==> src/rtl/array_fifo_module.sv <==
// rtl/array_fifo_module.sv - multi-channel array FIFO with per-channel output transform
//
// Purpose:
//   Stores DEPTH entries, each CHANNELS elements of WIDTH bits, in FIFO order.
//   The head entry is presented through a combinational transform chosen by
//   select_in: pass-through, constant value, or per-element bit reversal.
//   Push and pop use valid/ready handshakes. A sticky flag records any push
//   attempted while full.
//
// Ports:
//   clk          in   rising-edge clock for all state
//   rst          in   asynchronous active-high reset; flushes the FIFO
//   select_in    in   [1:0] output mode: 0 pass, 1 constant, 2 bit-reversed, 3 pass
//   in_valid     in   producer offers an entry
//   in_ready     out  entry can be accepted this cycle (not full)
//   in_data      in   [CHANNELS*WIDTH-1:0] entry, channel c at [c*WIDTH +: WIDTH]
//   out_valid    out  head entry available (not empty)
//   out_ready    in   consumer takes the head entry
//   out_data     out  [CHANNELS*WIDTH-1:0] transformed head, zero when empty
//   count_out    out  [$clog2(DEPTH+1)-1:0] number of stored entries
//   overflow_out out  sticky: push attempted while full

module array_fifo_module #(
  parameter int               WIDTH     = 8,
  parameter int               CHANNELS  = 2,
  parameter int               DEPTH     = 4,
  parameter logic [WIDTH-1:0] CONST_VAL = WIDTH'(8'h3D)
) (
  input  logic                        clk,
  input  logic                        rst,
  input  logic [1:0]                  select_in,
  input  logic                        in_valid,
  output logic                        in_ready,
  input  logic [CHANNELS*WIDTH-1:0]   in_data,
  output logic                        out_valid,
  input  logic                        out_ready,
  output logic [CHANNELS*WIDTH-1:0]   out_data,
  output logic [$clog2(DEPTH+1)-1:0]  count_out,
  output logic                        overflow_out
);

  localparam int PW = $clog2(DEPTH);
  localparam int CW = $clog2(DEPTH+1);

  logic [WIDTH-1:0] r_mem [DEPTH][CHANNELS];
  logic [PW-1:0]    r_wr_ptr;
  logic [PW-1:0]    r_rd_ptr;
  logic [CW-1:0]    r_count;
  logic             r_overflow;

  logic             w_full;
  logic             w_empty;
  logic             w_push;
  logic             w_pop;

  assign w_full  = (r_count == CW'(DEPTH));
  assign w_empty = (r_count == '0);

  // Handshake flags depend on stored state only, so no combinational path
  // exists from in_valid/out_ready to the ready/valid outputs.
  assign in_ready  = !w_full;
  assign out_valid = !w_empty;

  assign w_push = in_valid && !w_full;
  assign w_pop  = out_ready && !w_empty;

  // Storage array carries no reset; pointers and count define what is valid.
  always_ff @(posedge clk) begin
    if (w_push) begin
      for (int c = 0; c < CHANNELS; c++) begin
        r_mem[r_wr_ptr][c] <= in_data[c*WIDTH +: WIDTH];
      end
    end
  end

  // DEPTH is a power of two, so natural pointer overflow gives the wrap.
  always_ff @(posedge clk or posedge rst) begin
    if (rst) begin
      r_wr_ptr   <= '0;
      r_rd_ptr   <= '0;
      r_count    <= '0;
      r_overflow <= 1'b0;
    end else begin
      if (w_push) begin
        r_wr_ptr <= r_wr_ptr + 1'b1;
      end
      if (w_pop) begin
        r_rd_ptr <= r_rd_ptr + 1'b1;
      end
      case ({w_push, w_pop})
        2'b10:   r_count <= r_count + 1'b1;
        2'b01:   r_count <= r_count - 1'b1;
        default: r_count <= r_count;
      endcase
      if (in_valid && w_full) begin
        r_overflow <= 1'b1;
      end
    end
  end

  assign count_out    = r_count;
  assign overflow_out = r_overflow;

  // Output transform applied to the current head; mode 3 falls back to pass.
  always_comb begin
    out_data = '0;
    if (!w_empty) begin
      for (int c = 0; c < CHANNELS; c++) begin
        case (select_in)
          2'd1: out_data[c*WIDTH +: WIDTH] = CONST_VAL;
          2'd2: begin
            for (int i = 0; i < WIDTH; i++) begin
              out_data[c*WIDTH + i] = r_mem[r_rd_ptr][c][WIDTH-1-i];
            end
          end
          default: out_data[c*WIDTH +: WIDTH] = r_mem[r_rd_ptr][c];
        endcase
      end
    end
  end

endmodule

==> config.mk <==
export PLATFORM = sky130hd
export DESIGN_NAME = array_fifo_module
export DESIGN_NICKNAME = d
export VERILOG_FILES = /design/src/rtl/array_fifo_module.sv
export SDC_FILE = /design/constraint.sdc
export NUM_CORES = 1
export LEC_CHECK = 0
export ABC_CLOCK_PERIOD_IN_PS = 2200
export BUFFER_PORTS_ARGS = -buffer_cell sky130_fd_sc_hd__buf_2
export CAP_MARGIN = 15
export CORE_MARGIN = 5
export CORE_UTILIZATION = 35
export DETAILED_ROUTE_END_ITERATION = 7
export GPL_TIMING_DRIVEN = 1
export PLACE_DENSITY = 0.59
export RECOVER_POWER = 25
export SYNTH_ARGS = -nofsm -noshare
export SYNTH_HDL_FRONTEND = slang
export SYNTH_SLANG_ARGS = --single-unit
==> constraint.sdc <==
create_clock -name clk -period 2.2 [get_ports clk]
set_input_delay 0.22 -clock clk [delete_from_list [all_inputs] [get_ports clk]]
set_output_delay 0.22 -clock clk [all_outputs]
set_load 0.01 [all_outputs]
==> metrics.yaml, run 1 <==
switching_share: 0.334
finalPower_mw: 4.90
layout_setup_ws_ns: 0.0411
final_max_slew_viol_count: 0
cp_max_fo: 19
yosysWarnings: 0
antenna_found_initial: 0
crit_required_ns: 1.98
pwr-share-seq: 0.404
preCtsSetupSlack_ns: 0.273
design_area_mm2: 0.00381
endpoint_kind: "output port"
dieWidth_um: 106
fillers: 862
status: "finished clean"
synth_area_per_cell_um2: 16.4
hold_slack_ns: 0.100
synth_top_area_frac: 0.598
grt_setup_unrepaired: "yes"
port_buffers: 43
synthToLayoutAreaGrowth_pct: 18.5
n_antenna_cell: 0
setup_viol: 0
insertion_delay_ns: 0.34
hold_violations: 0
arrival_ns: 1.94
nets: 286
setup_tns_ns: 0
synth_seq_cells: 72
clock-sinks: 72
cts_buffers: 9
grt_max_degree: 30
ys_types: 31
drive_above_1_share: 0.372
power_frac_clock: 0.202
io_pins: 44
synth_nets: 226
wl_um: 6400
combPwrFrac: 0.394
endpoint: "out_data[6]"
synth_cells: 196
viasPerCell: 4.92
seq_area_frac_synth: 0.660
dp_cells: 354
path_class: "reg -> out"
r2r_start: "count_out[0]"
synth.area.top_cells: "edfxtp_1 60%, mux2_2 8.8%, dfrtp_1 6.2%"
ir_drop_mv: 0.371
drc_errors: 0
fin_cells: 372
start_kind: "flip-flop"
clk_pin_slew_ns: 0.07
antenna_left: 0
wl_per_cell_um: 17.2
die-area_mm2: 0.0112
powerDensity_mw_per_mm2: 1280
tightest_slew_ns: 0.440
internal_power_mw: 3.26
num_rows: 35
place_area_mm2: 0.00360
r2r_slack_ns: 0.27
grt.overflow.total: 0
r2r-end: "count_out[1]"
slew_headroom: 0.706
drtPass1Iterations: 4
dpl.hpwl_um: 4320
cts_tree: "built"
grt_first_pass_wirelength_um: 10200
synth.cell_area_mm2: 0.00322
die_y_um: 106
leakagePower_nw: 1.40
synth_largest_area_cell: "edfxtp_1"
p_sw_mw: 1.64
clock_skew_ns: 0.00707
core_area_mm2: 0.00911
hold_path.class: "in -> reg"
cts_htree_levels: 3
fin_util: 0.418
drv_cap: 0
r2r_cells: 6
cts-root-buf: "clkbuf_8"
clock.fmax_mhz: 463
initial_utilization: 0.353
cts_buffer_depth: 2
grt_usage: 0.119
period_needed_ns: 2.16
place_congestion: 0.730
cp-startpoint: "count_out[0]"
vias: 1830
grt_pass1_vias: 1934
drtIter0Drc: 72
period_share: 0.981
==> power by group through the flow <==
stage / sequential (mW) / clock, mW / combinational, mW
detailed placement: 2.01 / 0 / 1.92
finish: 1.98 / 0.987 / 1.93
global route: 2.02 / 1.07 / 2.12
global placement: 1.99 / 0 / 1.90
floorplan: 1.96 / 0 / 1.36
CTS: 1.98 / 1.01 / 1.94
==> registers in the layout, indices dropped and copies added (netlist names) <==
| signal | count |
|---|---|
| count_out | 3 |
| r_mem | 64 |
| overflow_out | 1 |
| r_wr_ptr | 2 |
| r_rd_ptr | 2 |
==> placed cells by master, fill, tap and decap left out, types with 4 or more instances in the layout <==
master,count
a32o_1,4
mux2i_1,5
clkbuf_1,12
a21oi_1,10
buf_4,13
and2_1,5
buf_2,32
o221ai_1,10
inv_1,10
clkbuf_8,9
edfxtp_1,64
a22oi_1,10
ha_1,7
mux4_2,4
mux2_2,25
dfrtp_1,6
==> worst max-delay path, cell delays in order (launching register included) <==
cell and delay (ns):
dfrtp_2 0.44, or3_4 0.41, buf_6 0.18, and3b_1 0.21, a32o_1 0.23, buf_2 0.14
==> logic make-up (layout without fill, tap and decap cells) <==
kind of cell / Yosys count / in the layout / share of synthesized area
muxes: 34 / 34 / 0.131
and+or+nand+nor: 18 / 18 / 0.0339
buffers and inverters: 21 / 86 / 0.0405
adders and majority gates: 8 / 8 / 0.0335
AOI/OAI and AO/OA: 37 / 37 / 0.0848
DFF: 72 / 72 / 0.660
xor gates and xnor gates: 6 / 6 / 0.0163
==> worst min-delay path by stage <==
stage | start | to | slack [ns] | cells past startpoint
floorplan | rst | count_out[0] | 0.04 | 1
global placement | rst | r_rd_ptr[1] | 0.19 | 2
detailed placement | rst | r_rd_ptr[1] | 0.18 | 2
CTS | in_data[15] | r_mem[1][7] | 0.08 | 1
global route | in_valid | overflow_out | 0.09 | 2
finish | in_data[10] | r_mem[2][2] | 0.10 | 1
==> repair_timing <==
action / 4_1_cts / 5_1_grt
setup endpoints to repair: 8 / 8
gates cloned: 0 / 0
hold endpoints to repair: 8 / 0
gates resized for setup: 3 / 3
pin swaps: 0 / 2
setup buffers: 0 / 1
hold buffers: 1 / 0
==> metal layers <==
layer | up-vias | wire length, µm | GRT usage
li1 | 887 | - | -
met1 | 895 | 2950 | 0.154
met2 | 42 | 3090 | 0.190
met3 | 6 | 283 | 0.0263
met4 | 0 | 75 | 0.0583
met5 | - | 0 | 0
==> final cells by class <==
class                           count  area, µm²  area share
Multi-Input combinational cell    103        971       0.255
Clock inverter                      6       60.1      0.0158
Timing Repair Buffer               60        352      0.0923
Clock buffer                       10        128      0.0335
Inverter                           10       37.5     0.00985
Sequential cell                    72       2120       0.557
Tap cell                          111        139      0.0364
==> synthesized netlist by cell type (all sizes together) <==
| cell type | n |
|---|---|
| nor2b | 2 |
| fa | 1 |
| ha | 7 |
| inv | 10 |
| nand3b | 1 |
| or3 | 1 |
| o22ai | 2 |
| a22oi | 10 |
| edfxtp | 64 |
| nand3 | 1 |
| a21o | 1 |
| dfrtp | 8 |
| nand2b | 1 |
| o221ai | 10 |
| xor2 | 3 |
| and3b | 1 |
| mux4 | 4 |
| mux2i | 5 |
| nand2 | 2 |
| a32o | 4 |
| mux2 | 25 |
| nor2 | 2 |
| nor3b | 1 |
| xnor2 | 3 |
| buf | 11 |
| a21oi | 10 |
| and2 | 6 |
Note: power is estimated with default switching activity, not from simulation.
==> run 2, diff against run 1 <==
--- a/config.mk
+++ b/config.mk
@@ -14,6 +14,7 @@
 export GPL_TIMING_DRIVEN = 1
 export PLACE_DENSITY = 0.59
 export RECOVER_POWER = 25
+export SETUP_SLACK_MARGIN = 0.3
 export SYNTH_ARGS = -nofsm -noshare
 export SYNTH_HDL_FRONTEND = slang
 export SYNTH_SLANG_ARGS = --single-unit
==> run 2 against run 1 <==
Combinational power is 28% higher. Sequential power hardly changed. Wire length is 6.1% higher. Flip-flop and latch count stayed put. Hold slack better by 0.0018 ns. First-iteration DRC count is 2.8% lower. Sequential share of layout area is 4.6 points lower. Design area is 9.1% higher. Clock skew is 0.0021 ns higher. Largest cell class unchanged.
==> metrics.yaml, run 2 (synthesis results as in run 1) <==
design_area_mm2: 0.00416
cp_max_fo: 4
setup_viol: 0
vias: 1956
dieWidth_um: 106
p_sw_mw: 1.79
cts-root-buf: "clkbuf_8"
grt_pass1_vias: 2023
status: "finished clean"
wl_per_cell_um: 17.6
setup_tns_ns: 0
antenna_left: 0
period_share: 0.957
synthToLayoutAreaGrowth_pct: 29.3
drc_errors: 0
fillers: 823
cpMaxStageDelayCell: "dfrtp_2"
viasPerCell: 5.08
r2r_slack_ns: 0.20
hold_path.class: "in -> reg"
insertion_delay_ns: 0.34
grt_first_pass_wirelength_um: 10500
preCtsSetupSlack_ns: 0.146
port_buffers: 43
path_class: "reg -> out"
cts_htree_levels: 3
start_kind: "flip-flop"
fin_util: 0.456
powerDensity_mw_per_mm2: 1360
die-area_mm2: 0.0112
antenna_found_initial: 0
place_area_mm2: 0.00359
arrival_ns: 1.88
clock_skew_ns: 0.00914
grt_usage: 0.126
initial_utilization: 0.353
nets: 299
grt_max_degree: 17
cts_buffers: 9
drtIter0Drc: 70
drv_cap: 0
period_needed_ns: 2.10
grt_setup_unrepaired: "yes"
finalPower_mw: 5.67
endpoint_kind: "output port"
tightest_slew_ns: 0.536
num_rows: 35
pwr-share-seq: 0.348
clk_pin_slew_ns: 0.08
cts_tree: "built"
combPwrFrac: 0.439
drtPass1Iterations: 4
dp_cells: 350
final_max_slew_viol_count: 0
hold_slack_ns: 0.102
power_frac_clock: 0.213
leakagePower_nw: 1.55
fin_cells: 385
layout_common_cells: "64 x edfxtp_1, 31 x buf_2, 21 x mux2_2"
hold_violations: 0
die_y_um: 106
top_register: "r_mem"
ir_drop_mv: 0.432
clock-sinks: 72
core_area_mm2: 0.00911
internal_power_mw: 3.88
slew_headroom: 0.643
largest_register_ffs: 64
path_cells: "or3_4, buf_12, and3b_2, a32o_1, buf_2"
crit_required_ns: 1.98
io_pins: 44
dpl.hpwl_um: 4200
cts_buffer_depth: 2
n_antenna_cell: 0
layout_setup_ws_ns: 0.0955
switching_share: 0.315
grt.overflow.total: 0
wl_um: 6790
final_common_cell: "edfxtp_1"
max_stage_delay_ns: 0.43
place_congestion: 0.720
clock.fmax_mhz: 475
drive_above_1_share: 0.471
[run 2: cell count changes in the layout (fill, tap and decap cells not counted), moves of 4 or more]
cell / previous run / this run
a22oi_1: 10 / 6
a22oi_2: 0 / 4
mux2_4: 0 / 4
mux2_2: 25 / 21
buf_4: 13 / 19
[run 2: layout make-up]
class	count	area, µm²	share of cell area
clock buffer	9	124	0.0298
timing repair buffer	73	533	0.128
clock inverter	7	110	0.0265
sequential	72	2130	0.511
tap	111	139	0.0334
multi-input combinational	103	1090	0.262
inverter	10	37.5	0.00903
[run 2: what timing repair did]
action,4_1_cts,5_1_grt
gates resized for setup,24,17
buffers inserted,10,6
hold buffers,1,0
cloned,2,0
hold endpoints to repair,8,0
pin swaps,7,12
endpoints found under the setup margin,18,18
[run 2: routing by layer]
metal / GRT usage / share of wire / vias up
met5: 0 / 0 / -
met4: 0.0666 / 0.026 / 0
met3: 0.0306 / 0.043 / 16
met2: 0.203 / 0.49 / 52
met1: 0.156 / 0.44 / 971
li1: - / - / 917
[run 2: path summary, 6_finish.rpt]
check,startpoint,endpoint,depth (start not counted)
hold reg to reg,overflow_out,overflow_out,1
setup reg to reg,count_out[0],count_out[2],10
min in group asynchronous,rst,overflow_out,3
max in group asynchronous,rst,r_rd_ptr[1],3
setup / recovery,count_out[0],out_data[9],5
hold / removal,in_valid,overflow_out,2
[run 2: worst max-delay path: cells and delay by family (launching register included)]
| family | cells | cell delay, ns |
|---|---|---|
| compound gates | 1 | 0.21 |
| flops | 1 | 0.43 |
| buf+inv | 2 | 0.28 |
| simple gates | 2 | 0.63 |
[run 2: power by group through the flow]
stage	registers [mW]	logic (mW)	clock network, mW
after CTS	1.98	2.33	1.23
after detailed placement	2.01	1.90	0
final	1.97	2.48	1.21
after global routing	2.01	2.70	1.29
after floorplan	1.97	1.39	0
after global placement	2.00	1.88	0
